**config.mk**
```make
export PLATFORM = sky130hd
export DESIGN_NAME = pipe_hazard_ctrl
export DESIGN_NICKNAME = d
export VERILOG_FILES = /design/src/rtl/pipe_hazard_pkg.sv /design/src/rtl/hazard_src_match.sv /design/src/rtl/pipe_hazard_ctrl.sv
export SDC_FILE = /design/constraint.sdc
export NUM_CORES = 1
export LEC_CHECK = 0
export CAP_MARGIN = 5
export CORE_MARGIN = 4
export CORE_UTILIZATION = 48
export CTS_CLUSTER_DIAMETER = 40
export CTS_CLUSTER_SIZE = 40
export DETAILED_ROUTE_END_ITERATION = 8
export PLACE_DENSITY = 0.79
export SETUP_SLACK_MARGIN = 0.02
export SYNTH_ARGS = -nofsm -noshare
export SYNTH_HDL_FRONTEND = slang
export SYNTH_SLANG_ARGS = --single-unit
```
**constraint.sdc**
```tcl
create_clock -name clk -period 2.7 [get_ports clk]
set_input_delay 0.54 -clock clk [delete_from_list [all_inputs] [get_ports clk]]
set_output_delay 0.54 -clock clk [all_outputs]
set_load 0.01 [all_outputs]
```
**src/rtl/pipe_hazard_pkg.sv**
```systemverilog
// Shared types and helpers for the pipeline hazard-control unit.
// Optional feature macro: HAZ_PERF_EN (cycle counters on pipe_hazard_ctrl).
package pipe_hazard_pkg;

  // Destination field is stored at a fixed width; REG_AW must not exceed it.
  localparam int unsigned HZ_DST_W = 8;

  // Forwarding select value meaning "take the register file".
  localparam int unsigned FWD_RF = 0;

  // One in-flight register writer.
  typedef struct packed {
    logic                valid;
    logic                wr_en;
    logic [HZ_DST_W-1:0] dst;
    logic                is_load;
  } hz_entry_t;

  // Width needed to encode 0 (register file) plus DEPTH stage selects.
  function automatic int unsigned fwd_width(input int unsigned depth);
    return $clog2(depth + 1);
  endfunction

endpackage

```
**src/rtl/hazard_src_match.sv**
```systemverilog
// Priority search for one source operand over the tracked stages.
// Youngest (lowest index) matching writer wins; register 0 never matches.
module hazard_src_match
  import pipe_hazard_pkg::*;
#(
  parameter int unsigned DEPTH  = 3,
  parameter int unsigned REG_AW = 5,
  parameter int unsigned FW     = fwd_width(DEPTH)
) (
  input  hz_entry_t [DEPTH-1:0] entries,
  input  logic [REG_AW-1:0]     src,
  input  logic                  src_used,
  output logic [FW-1:0]         sel,
  output logic                  is_load
);

  // Scan oldest to youngest so the youngest match overwrites older ones.
  always_comb begin
    sel     = FW'(FWD_RF);
    is_load = 1'b0;
    for (int k = int'(DEPTH) - 1; k >= 0; k--) begin
      if (entries[k].valid && entries[k].wr_en && src_used &&
          (src != '0) && (entries[k].dst == HZ_DST_W'(src))) begin
        sel     = FW'(k + 1);
        is_load = entries[k].is_load;
      end
    end
  end

endmodule

```
**src/rtl/pipe_hazard_ctrl.sv**
```systemverilog
// Hazard-control unit beside decode: forwarding selects, load-use stalls,
// branch flushes and external freeze over DEPTH tracked stages.
// Optional feature macro: HAZ_PERF_EN adds stall/flush/freeze cycle counters.
module pipe_hazard_ctrl
  import pipe_hazard_pkg::*;
#(
  parameter int unsigned DEPTH    = 3,
  parameter int unsigned REG_AW   = 5,
  parameter int unsigned LOAD_LAT = 1,
  parameter int unsigned FW       = fwd_width(DEPTH)
) (
  input  logic              clk,
  input  logic              rst,
  input  logic              id_valid,
  input  logic [REG_AW-1:0] id_rs,
  input  logic [REG_AW-1:0] id_rt,
  input  logic              id_rs_used,
  input  logic              id_rt_used,
  input  logic              id_wr_en,
  input  logic [REG_AW-1:0] id_wr_dst,
  input  logic              id_is_load,
  input  logic              ex_br_taken,
  input  logic              ext_stall,
  output logic              pc_en,
  output logic              ifid_en,
  output logic              ifid_flush,
  output logic              idex_bubble,
  output logic [FW-1:0]     fwd_a,
  output logic [FW-1:0]     fwd_b,
  output logic [DEPTH-1:0]  stage_valid
`ifdef HAZ_PERF_EN
  ,
  output logic [31:0]       stall_cnt,
  output logic [31:0]       flush_cnt,
  output logic [31:0]       freeze_cnt
`endif
);

  hz_entry_t [DEPTH-1:0] entry_q;
  hz_entry_t [DEPTH-1:0] entry_d;
  hz_entry_t             new_entry;

  logic [FW-1:0] sel_a;
  logic [FW-1:0] sel_b;
  logic          ld_a;
  logic          ld_b;
  logic          load_use;

  hazard_src_match #(
    .DEPTH  (DEPTH),
    .REG_AW (REG_AW),
    .FW     (FW)
  ) u_match_rs (
    .entries  (entry_q),
    .src      (id_rs),
    .src_used (id_rs_used),
    .sel      (sel_a),
    .is_load  (ld_a)
  );

  hazard_src_match #(
    .DEPTH  (DEPTH),
    .REG_AW (REG_AW),
    .FW     (FW)
  ) u_match_rt (
    .entries  (entry_q),
    .src      (id_rt),
    .src_used (id_rt_used),
    .sel      (sel_b),
    .is_load  (ld_b)
  );

  // Load-use: youngest producer is a load still short of its forwarding stage
  // (select k+1 <= LOAD_LAT is the same as stage k < LOAD_LAT).
  always_comb begin
    load_use = 1'b0;
    if (id_valid) begin
      if (ld_a && (sel_a != FW'(FWD_RF)) && (32'(sel_a) <= LOAD_LAT)) begin
        load_use = 1'b1;
      end
      if (ld_b && (sel_b != FW'(FWD_RF)) && (32'(sel_b) <= LOAD_LAT)) begin
        load_use = 1'b1;
      end
    end
  end

  // Pipeline control with freeze > branch flush > load-use priority.
  always_comb begin
    pc_en       = 1'b1;
    ifid_en     = 1'b1;
    ifid_flush  = 1'b0;
    idex_bubble = 1'b0;
    if (!rst) begin
      if (ext_stall) begin
        pc_en   = 1'b0;
        ifid_en = 1'b0;
      end else if (ex_br_taken) begin
        ifid_flush  = 1'b1;
        idex_bubble = 1'b1;
      end else if (load_use) begin
        pc_en       = 1'b0;
        ifid_en     = 1'b0;
        idex_bubble = 1'b1;
      end
    end
  end

  // Operand selects and per-stage valid view.
  always_comb begin
    fwd_a = rst ? FW'(FWD_RF) : sel_a;
    fwd_b = rst ? FW'(FWD_RF) : sel_b;
    for (int unsigned k = 0; k < DEPTH; k++) begin
      stage_valid[k] = entry_q[k].valid;
    end
  end

  // Entry shift: decode enters EX unless bubbled; frozen cycles hold.
  always_comb begin
    new_entry = '0;
    if (id_valid && !idex_bubble) begin
      new_entry.valid   = 1'b1;
      new_entry.wr_en   = id_wr_en;
      new_entry.dst     = HZ_DST_W'(id_wr_dst);
      new_entry.is_load = id_is_load;
    end
    entry_d = entry_q;
    if (!ext_stall) begin
      for (int unsigned k = 1; k < DEPTH; k++) begin
        entry_d[k] = entry_q[k-1];
      end
      entry_d[0] = new_entry;
    end
  end

  // Entry state register.
  always_ff @(posedge clk or posedge rst) begin
    if (rst) begin
      entry_q <= '0;
    end else begin
      entry_q <= entry_d;
    end
  end

`ifdef HAZ_PERF_EN
  logic [31:0] stall_cnt_q,  stall_cnt_d;
  logic [31:0] flush_cnt_q,  flush_cnt_d;
  logic [31:0] freeze_cnt_q, freeze_cnt_d;

  // At most one saturating counter advances per cycle, following control priority.
  always_comb begin
    stall_cnt_d  = stall_cnt_q;
    flush_cnt_d  = flush_cnt_q;
    freeze_cnt_d = freeze_cnt_q;
    if (ext_stall) begin
      if (freeze_cnt_q != '1) freeze_cnt_d = freeze_cnt_q + 32'd1;
    end else if (ex_br_taken) begin
      if (flush_cnt_q != '1) flush_cnt_d = flush_cnt_q + 32'd1;
    end else if (load_use) begin
      if (stall_cnt_q != '1) stall_cnt_d = stall_cnt_q + 32'd1;
    end
  end

  // Counter registers.
  always_ff @(posedge clk or posedge rst) begin
    if (rst) begin
      stall_cnt_q  <= '0;
      flush_cnt_q  <= '0;
      freeze_cnt_q <= '0;
    end else begin
      stall_cnt_q  <= stall_cnt_d;
      flush_cnt_q  <= flush_cnt_d;
      freeze_cnt_q <= freeze_cnt_d;
    end
  end

  assign stall_cnt  = stall_cnt_q;
  assign flush_cnt  = flush_cnt_q;
  assign freeze_cnt = freeze_cnt_q;
`endif

endmodule

```
==> impl_metrics.tcl, run 1 <==
set metrics [dict create \
    status "complete, but fails checks" \
    violations "setup timing" \
    setup_viol 1 \
    overflow 0 \
    power.density_nw_per_um2 455 \
    drt_first_pass_iters 4 \
    netlist_area_um2 1390 \
    end_kind "output pin" \
    cap_violations 0 \
    fin_setup_tns_ns -0.0128 \
    drc_errors 0 \
    yosys.area.top_type "dfrtp_1" \
    place_area_um2 1970 \
    synth_area_leaders "dfrtp_1, xnor2_1, mux2_2, a22o_1, or4_1" \
    area_growth_pct 52.8 \
    ys_ff_latch 22 \
    seqCellArea_um2 552 \
    cts_made_buffers 3 \
    cpPeakStageDelay_ns 0.48 \
    place_hpwl_um 3000 \
    finalPower_uw 962 \
    multiInputGateArea_um2 886 \
    slowest_stage "or4_4" \
    core_area_um2 2760 \
    drt_iter0_drc 57 \
    place_congestion 0.825 \
    hold_violations 0 \
    synth_common_cells "xnor2_1, dfrtp_1, mux2_2" \
    slew_headroom_pct 75.3 \
    seq_area_frac_synth_pct 39.7 \
    wl_per_cell_um 18.3 \
    finalInstanceArea_um2 2120 \
    num_vias 1298 \
    synth_most_common_cell "xnor2_1" \
    regToRegSetupSlack_ns 0.69 \
    synth_warnings 0 \
    start_util_pct 50.2 \
    postRouteWirelength_um 4200 \
    yosysUniqueCellTypes 31 \
    maxSlewViolCount 0 \
    final_core_util_pct 76.7 \
    ant_nets 0 \
    cp_max_fo 4 \
    vdd_drop_max_mv 0.386 \
    crit_chain "clkdlybuf4s15_2 > xnor2_1 > nand4_1 > or4_4 > a21oi_2 > nor2_1 > dlygate4sd2_1" \
    avgSynthCellArea_um2 10.7 \
    antenna_cells 0 \
    worstMarginPinSlew_ns 0.371 \
    cts.sinks 22 \
    portBuffers 34 \
    min_period_over_period_pct 100 \
    clk_pin_slew_worst_paths_ns 0.12 \
    synth_ff_type "dfrtp_1" \
    synth-edff-count 0 \
    grt_pass1_vias 1354 \
    root_buffer "clkbuf_4" \
    cts_tree "built" \
    die_height_um 61.7 \
    grt_max_degree 13 \
    worst_slack_ns -0.0128 \
    cts_max_level 1 \
    synthArstFlopShare_pct 100 \
    num_rows 19 \
    synth_cells 129 \
    die_area_um2 3810 \
    crit_required_ns 2.16 \
    fillCellCount 193 \
    synth_nets 153 \
    total_leakage_power_nw 0.919 \
    avgViaCountPerCell 5.64 \
    crit_type "input port to output pin" \
    antenna_found_initial 0 \
    drive_gt1_share_pct 45.7 \
    clk_latency_ns 0.32 \
    nets 224 \
    cp.arrival_ns 2.17 \
    startpoint_type "input port" \
    skew_ns 0.00451 \
    track_usage_pct 23.0 \
    hold_class "flop to flop" \
    grt_pass1_wl_um 6150 \
    clock_path_buffers 2 \
    ios 35 \
    die_w_um 61.7 \
    period_needed_ns 2.71 \
    max_freq_mhz 369 \
    rsz0062_at_grt "true" \
    synth_top_area_share_pct 39.7 \
]
[per-layer routing]
metal	share of wire [%]	global-route usage, %	up-vias
met4	4.5	12.7	0
met2	53	41.1	37
li1	-	-	603
met5	0	0	-
met1	38	25.2	642
met3	4.9	4.75	16
[critical path, delay by kind of cell]
kind / cells / cell delay (ns)
compound gates: 1 / 0.14
simple gates: 3 / 0.71
buf+inv: 2 / 0.53
xor+xnor: 1 / 0.24
[repair_timing]
action	in CTS	in global routing
resized for setup	52	19
hold buffers	0	0
pin swaps	14	9
endpoints found under the setup margin	7	7
endpoints found under the hold margin	0	0
setup buffers	4	2
[per-stage QoR]
| stage | setup WS [ns] | std cells | hold slack [ns] |
|---|---|---|---|
| after detailed placement | -0.774 | 220 | 0.537 |
| final | -0.0128 | 230 | 0.564 |
| after CTS | -0.0529 | 228 | 0.566 |
| after global routing | -0.117 | 230 | 0.577 |
| after global placement | -0.691 | 220 | 0.517 |
| after floorplan | 0.196 | 129 | 0.497 |
[placed cells by master (no fill, tap or decap), drive strengths merged]
master         synthesis  final
dlymetal6s2s           0      1
and2                   1      1
nand2                  8      8
buf                    5     44
a211oi                 2      2
xnor2                 28     28
dlygate4sd2            0      3
clkdlybuf4s15          0      7
nand3                  4      4
and3                   1      1
nand2b                 1      1
nor4                   3      3
a22o                   7      7
o21a                   1      1
o31ai                  1      1
nor2b                  1      1
clkdlybuf4s50          0     15
mux2                  14     14
or2b                   1      1
dfrtp                 22     22
o21ai                  5      5
a22oi                  1      1
a21oi                  3      3
inv                    1      1
clkbuf                 2      7
or4                    7      7
nor2                   4      4
nand4                  3      3
xor2                   2      2
nor3                   1      1
[layout make-up]
| cell class | count | share of cell area [%] |
|---|---|---|
| Clock buffer | 4 | 1.71 |
| Tap cell | 31 | 1.83 |
| Timing Repair Buffer | 73 | 28.3 |
| Multi-Input combinational cell | 99 | 41.9 |
| Inverter | 1 | 0.177 |
| Sequential cell | 22 | 26.1 |
[where the power goes]
part | internal (mW) | switching, mW | leakage (nW)
logic | 0.203 | 0.141 | 0.616
clock network | 0.0826 | 0.108 | 0.0210
registers | 0.375 | 0.0529 | 0.281
total | 0.660 | 0.302 | 0.919
[flip-flops by register name, summed over array words and instances, names as in the netlist]
register and count:
entry_q 19, stage_valid 3
[kinds of logic (layout without fill, tap and decap cells)]
group                     after synthesis  count (layout)  synth area share (%)
and+or+nand+nor                        35              35                  15.1
xor gates and xnor gates               30              30                  19.0
DFF                                    22              22                  39.7
AOI/OAI and AO/OA                      20              20                  11.6
muxes                                  14              14                  11.4
buffers and inverters                   8              78                  3.25
[worst paths after layout]
kind,from,endpoint,cells after the start
setup / recovery,id_rt[4],fwd_b[0],7
hold / removal,entry_q[0]$_DFFE_PP0N_,entry_q[0]$_DFFE_PP0N_,1
setup reg to reg,entry_q[2]$_DFFE_PP0N_,entry_q[2]$_DFFE_PP0N_,9
hold reg to reg,entry_q[0]$_DFFE_PP0N_,entry_q[0]$_DFFE_PP0N_,1
max in group asynchronous,rst,stage_valid[0]$_DFFE_PP0N_,3
min in group asynchronous,rst,entry_q[2]$_DFFE_PP0N_,3
No activity file was read; power rests on OpenSTA's default activity.
==> run 2: changes to the inputs <==
--- a/config.mk
+++ b/config.mk
@@ -13,6 +13,7 @@
 export DETAILED_ROUTE_END_ITERATION = 8
 export PLACE_DENSITY = 0.79
 export SETUP_SLACK_MARGIN = 0.02
+export SKIP_CTS_REPAIR_TIMING = 1
 export SYNTH_ARGS = -nofsm -noshare
 export SYNTH_HDL_FRONTEND = slang
 export SYNTH_SLANG_ARGS = --single-unit
==> run 2 against run 1 <==
  * The flow still finishes with violations (setup timing)
  * Clock power about the same
  * Power down 0.15%
  * Cell area grew 1.0%
  * Sequential cell count stayed put
  * Final cell count decreased by 0.87%
  * Largest cell class unchanged
==> impl_metrics.tcl, run 2 (synthesis gave the netlist of run 1 again) <==
set metrics [dict create \
    core_area_um2 2760 \
    die_w_um 61.7 \
    hold_violations 0 \
    clk_latency_ns 0.32 \
    cp_max_fo 4 \
    place_hpwl_um 3000 \
    rsz0062_at_grt "true" \
    drive_gt1_share_pct 42.6 \
    largest_register "entry_q" \
    avgViaCountPerCell 5.42 \
    drt_first_pass_iters 4 \
    startpoint_type "flop" \
    r2r_cells 8 \
    cp.arrival_ns 2.17 \
    path_buf_inv 1 \
    crit_start "entry_q[1]$_DFFE_PP0N_" \
    power.density_nw_per_um2 449 \
    final_core_util_pct 77.5 \
    maxSlewViolCount 0 \
    r2r-start "entry_q[3]$_DFFE_PP0N_" \
    antenna_found_initial 0 \
    crit_required_ns 2.16 \
    crit_type "flop to output pin" \
    violations "setup timing" \
    cap_violations 0 \
    overflow 0 \
    min_period_over_period_pct 100 \
    num_rows 19 \
    crit_family "simple AND/OR/NAND/NOR gates" \
    final_common_cell "buf_4" \
    cts_tree "built" \
    finalInstanceArea_um2 2140 \
    postRouteWirelength_um 4060 \
    largest_reg_flops 19 \
    slowest_stage "dfrtp_2" \
    ant_nets 0 \
    die_area_um2 3810 \
    nets 222 \
    ios 35 \
    cpPeakStageDelay_ns 0.47 \
    clk_pin_slew_worst_paths_ns 0.12 \
    drc_errors 0 \
    portBuffers 34 \
    skew_ns 0.00688 \
    clock_path_buffers 2 \
    setup_viol 1 \
    grt_pass1_wl_um 5760 \
    holdPathStages 1 \
    end_kind "output pin" \
    wl_per_cell_um 17.8 \
    crit_cells 6 \
    start_util_pct 50.2 \
    crit_chain "xnor2_1 > nand3_1 > or4_4 > a211oi_2 > o21ai_1 > buf_2" \
    worst_slack_ns -0.00698 \
    track_usage_pct 21.4 \
    status "complete, but fails checks" \
    antenna_cells 0 \
    total_leakage_power_nw 1.02 \
    hold_class "flop to flop" \
    hold_slack_ns 0.561 \
    drt_iter0_drc 81 \
    slew_headroom_pct 70.6 \
    area_growth_pct 54.3 \
    vdd_drop_max_mv 0.402 \
    num_vias 1235 \
    period_needed_ns 2.71 \
    finalPower_uw 960 \
    max_freq_mhz 369 \
    place_congestion 0.825 \
    root_buffer "clkbuf_4" \
    cts_max_level 1 \
    place_area_um2 1970 \
    grt_max_degree 13 \
    cts_made_buffers 3 \
    min_from "entry_q[0]$_DFFE_PP0N_" \
    die_height_um 61.7 \
    grt_pass1_vias 1292 \
    cts.sinks 22 \
    mostFrequentLayoutCells "buf_4, xnor2_1, dfrtp_1, clkdlybuf4s50_1, mux2_2" \
    worstMarginPinSlew_ns 0.437 \
]
==> run 2: cell types whose count changed in the layout (fill, tap and decap cells not counted), moves of 2 or more <==
| cell | delta |
|---|---|
| buf_2 | -3 |
| buf_4 | -2 |
| clkdlybuf4s15_1 | -4 |
| clkdlybuf4s15_2 | -3 |
| dlygate4sd2_1 | -3 |
| dlymetal6s2s_1 | +12 |
| nor4_2 | +2 |
==> run 2: path summary, 6_finish.rpt <==
kind	endpoint	slack, ns
hold reg to reg	entry_q[0]$_DFFE_PP0N_	0.56
setup / recovery	ifid_en	-0.007
max in group asynchronous	stage_valid[0]$_DFFE_PP0N_	1.74
setup reg to reg	entry_q[2]$_DFFE_PP0N_	0.72
min in group asynchronous	entry_q[2]$_DFFE_PP0N_	0.79
hold / removal	entry_q[0]$_DFFE_PP0N_	0.56
==> run 2: through the flow <==
stage / worst slack [ns] / std cells / setup TNS (ns)
final: -0.00698 / 228 / -0.00698
after global routing: -0.143 / 228 / -0.435
after CTS: -0.778 / 224 / -4.85
after detailed placement: -0.774 / 220 / -4.84
after global placement: -0.691 / 220 / -4.37
after floorplan: 0.196 / 129 / 0
==> run 2: layer usage <==
metal	share of wire (%)	GRT usage [%]	up-vias
met2	55	39.0	31
met3	4.4	3.72	4
li1	-	-	595
met4	1.6	10.3	0
met5	0	0	-
met1	39	23.9	605
==> run 2: layout make-up <==
| class | count | area [um2] |
|---|---|---|
| Multi-Input combinational cell | 99 | 882 |
| Timing Repair Buffer | 71 | 624 |
| Fill cell | 182 | 621 |
| Sequential cell | 22 | 552 |
| Tap cell | 31 | 38.8 |
| Clock buffer | 4 | 36.3 |
| Inverter | 1 | 3.75 |
==> run 2: worst register-to-register path, stage by stage, from the launching register on <==
cell and delay, ns:
dfrtp_1 0.44, buf_4 0.15, xnor2_1 0.13, nand2_1 0.10, buf_4 0.14, nor4_2 0.39, buf_4 0.21, o31ai_4 0.09
a22o_1 0.24
==> run 2: power by group <==
| part | leakage (nW) | internal [mW] | switching, mW |
|---|---|---|---|
| sequential | 0.281 | 0.375 | 0.0533 |
| clock | 0.0210 | 0.0826 | 0.105 |
| combinational | 0.718 | 0.209 | 0.137 |
| total | 1.02 | 0.666 | 0.295 |
==> run 3: changes to the inputs <==
--- a/config.mk
+++ b/config.mk
@@ -6,8 +6,10 @@
 export NUM_CORES = 1
 export LEC_CHECK = 0
 export CAP_MARGIN = 5
+export CELL_PAD_IN_SITES_DETAIL_PLACEMENT = 0
+export CELL_PAD_IN_SITES_GLOBAL_PLACEMENT = 2
 export CORE_MARGIN = 4
-export CORE_UTILIZATION = 48
+export CORE_UTILIZATION = 30
 export CTS_CLUSTER_DIAMETER = 40
 export CTS_CLUSTER_SIZE = 40
 export DETAILED_ROUTE_END_ITERATION = 8
==> run 3 against run 2 <==
  * The flow now finishes without violations
  * Hold slack lost 0.016 ns
  * Count of clock-buffer cells in the layout is the same
  * Global-route usage shrank 8.5 points
  * Register-to-register slack lost 0.10 ns
  * Clock skew shrank 0.00052 ns
  * Critical path type unchanged
  * Critical endpoint unchanged
  * Largest cell class unchanged
  * Largest power group unchanged
  * Highest routed layer unchanged
==> impl_metrics.tcl, run 3 (synthesis gave the netlist of run 1 again) <==
set metrics [dict create \
    status "completed" \
    hold_violations 0 \
    hold_slack_ns 0.545 \
    period_needed_ns 2.65 \
    portBuffers 34 \
    cap_violations 0 \
    wl_per_cell_um 15.7 \
    root_buffer "clkbuf_8" \
    clock_path_buffers 2 \
    final_common_cell "buf_4" \
    max_freq_mhz 378 \
    cts_made_buffers 3 \
    core_area_um2 4410 \
    slew_headroom_pct 78.1 \
    track_usage_pct 12.9 \
    regToRegSetupSlack_ns 0.62 \
    grt_pass1_vias 1287 \
    overflow 0 \
    startpoint_type "flop" \
    num_vias 1239 \
    cts.sinks 22 \
    drc_errors 0 \
    largest_register "entry_q" \
    drt_first_pass_iters 4 \
    finalInstanceArea_um2 2150 \
    clk_latency_ns 0.27 \
    mostFrequentLayoutCells "buf_4, xnor2_1, dfrtp_1, clkdlybuf4s50_1, mux2_2" \
    antenna_cells 0 \
    crit_type "flop to output pin" \
    cts_tree "built" \
    timing.rr.end "entry_q[4]$_DFFE_PP0N_" \
    place_area_um2 1990 \
    ios 35 \
    maxSlewViolCount 0 \
    grt_max_degree 22 \
    setup_viol 0 \
    crit_required_ns 2.16 \
    cp.arrival_ns 2.11 \
    r2r_cells 10 \
    worst_slack_ns 0.0525 \
    num_rows 24 \
    endpoint "ifid_en" \
    crit_start "entry_q[4]$_DFFE_PP0N_" \
    place_hpwl_um 3060 \
    vdd_drop_max_mv 0.238 \
    pre_cts_ws_ns -0.740 \
    cts_max_level 1 \
    ant_nets 0 \
    postRouteWirelength_um 3870 \
    r2r-start "entry_q[3]$_DFFE_PP0N_" \
    skew_ns 0.00637 \
    drive_gt1_share_pct 43.1 \
    finalPower_uw 999 \
    cp_max_fo 3 \
    hold_class "flop to flop" \
    clk_pin_slew_worst_paths_ns 0.08 \
    avgViaCountPerCell 5.02 \
    power.density_nw_per_um2 464 \
    antenna_found_initial 0 \
    largest_reg_flops 19 \
    die_area_um2 5770 \
    grt_pass1_wl_um 6240 \
    total_leakage_power_nw 0.987 \
    end_kind "output pin" \
    die_w_um 75.9 \
    start_util_pct 31.4 \
    worstMarginPinSlew_ns 0.326 \
    fin_setup_tns_ns 0 \
    area_growth_pct 55.4 \
    min_period_over_period_pct 98.1 \
    nets 220 \
    die_height_um 75.9 \
    place_congestion 0.825 \
    drt_iter0_drc 41 \
]
-- run 3: changes by cell type in the layout (fill, tap and decap cells not counted), moves of 2 or more --
cell,delta
buf_4,-4
dlymetal6s2s_1,-4
clkbuf_2,+3
clkbuf_4,-3
clkbuf_8,+3
buf_6,+2
-- run 3: worst min path at each step --
stage                                  startpoint                       to  cells past startpoint
after floorplan            entry_q[0]$_DFFE_PP0N_   entry_q[0]$_DFFE_PP0N_                      1
after global placement    entry_q[20]$_DFFE_PP0N_  entry_q[31]$_DFFE_PP0N_                      1
after detailed placement  entry_q[20]$_DFFE_PP0N_  entry_q[31]$_DFFE_PP0N_                      1
after CTS                 entry_q[20]$_DFFE_PP0N_  entry_q[31]$_DFFE_PP0N_                      1
after global routing      entry_q[20]$_DFFE_PP0N_  entry_q[31]$_DFFE_PP0N_                      1
final                     entry_q[20]$_DFFE_PP0N_  entry_q[31]$_DFFE_PP0N_                      1
-- run 3: report_power, final --
| part | total, mW | leakage [nW] | switching [mW] | internal (mW) |
|---|---|---|---|---|
| Sequential | 0.427 | 0.283 | 0.0522 | 0.374 |
| Combinational | 0.333 | 0.676 | 0.132 | 0.201 |
| Clock | 0.240 | 0.0288 | 0.110 | 0.130 |
| Total | 0.999 | 0.987 | 0.294 | 0.705 |
-- run 3: critical path, stage by stage (launching register included) --
cell	delay (ns)
dfrtp_1	0.41
buf_4	0.15
xnor2_2	0.14
nand2_1	0.10
or4_4	0.57
a211oi_2	0.20
o21ai_1	0.12
buf_2	0.15
-- run 3: through the flow --
step	util (%)	instances
2_1_floorplan	-	129
3_3_place_gp	45.1	240
3_5_place_dp	45.1	240
4_1_cts	46.3	244
5_1_grt	48.8	247
6_report	48.8	247
-- run 3: cell type report --
cell class	instances	area, um2
tap	52	65.1
timing repair buffer	69	587
sequential	22	551
inverter	1	3.75
fill	426	2260
clock buffer	4	55.1
multi-input combinational	99	891
-- run 3: routing by layer --
layer,routed length [um],up-vias,part of all wire (%),global-route usage (%)
met5,0,-,0,0
met4,28,0,0.72,2.67
met3,176,4,4.6,2.84
met2,1920,37,50,21.1
met1,1740,605,45,17.3
li1,-,593,-,-
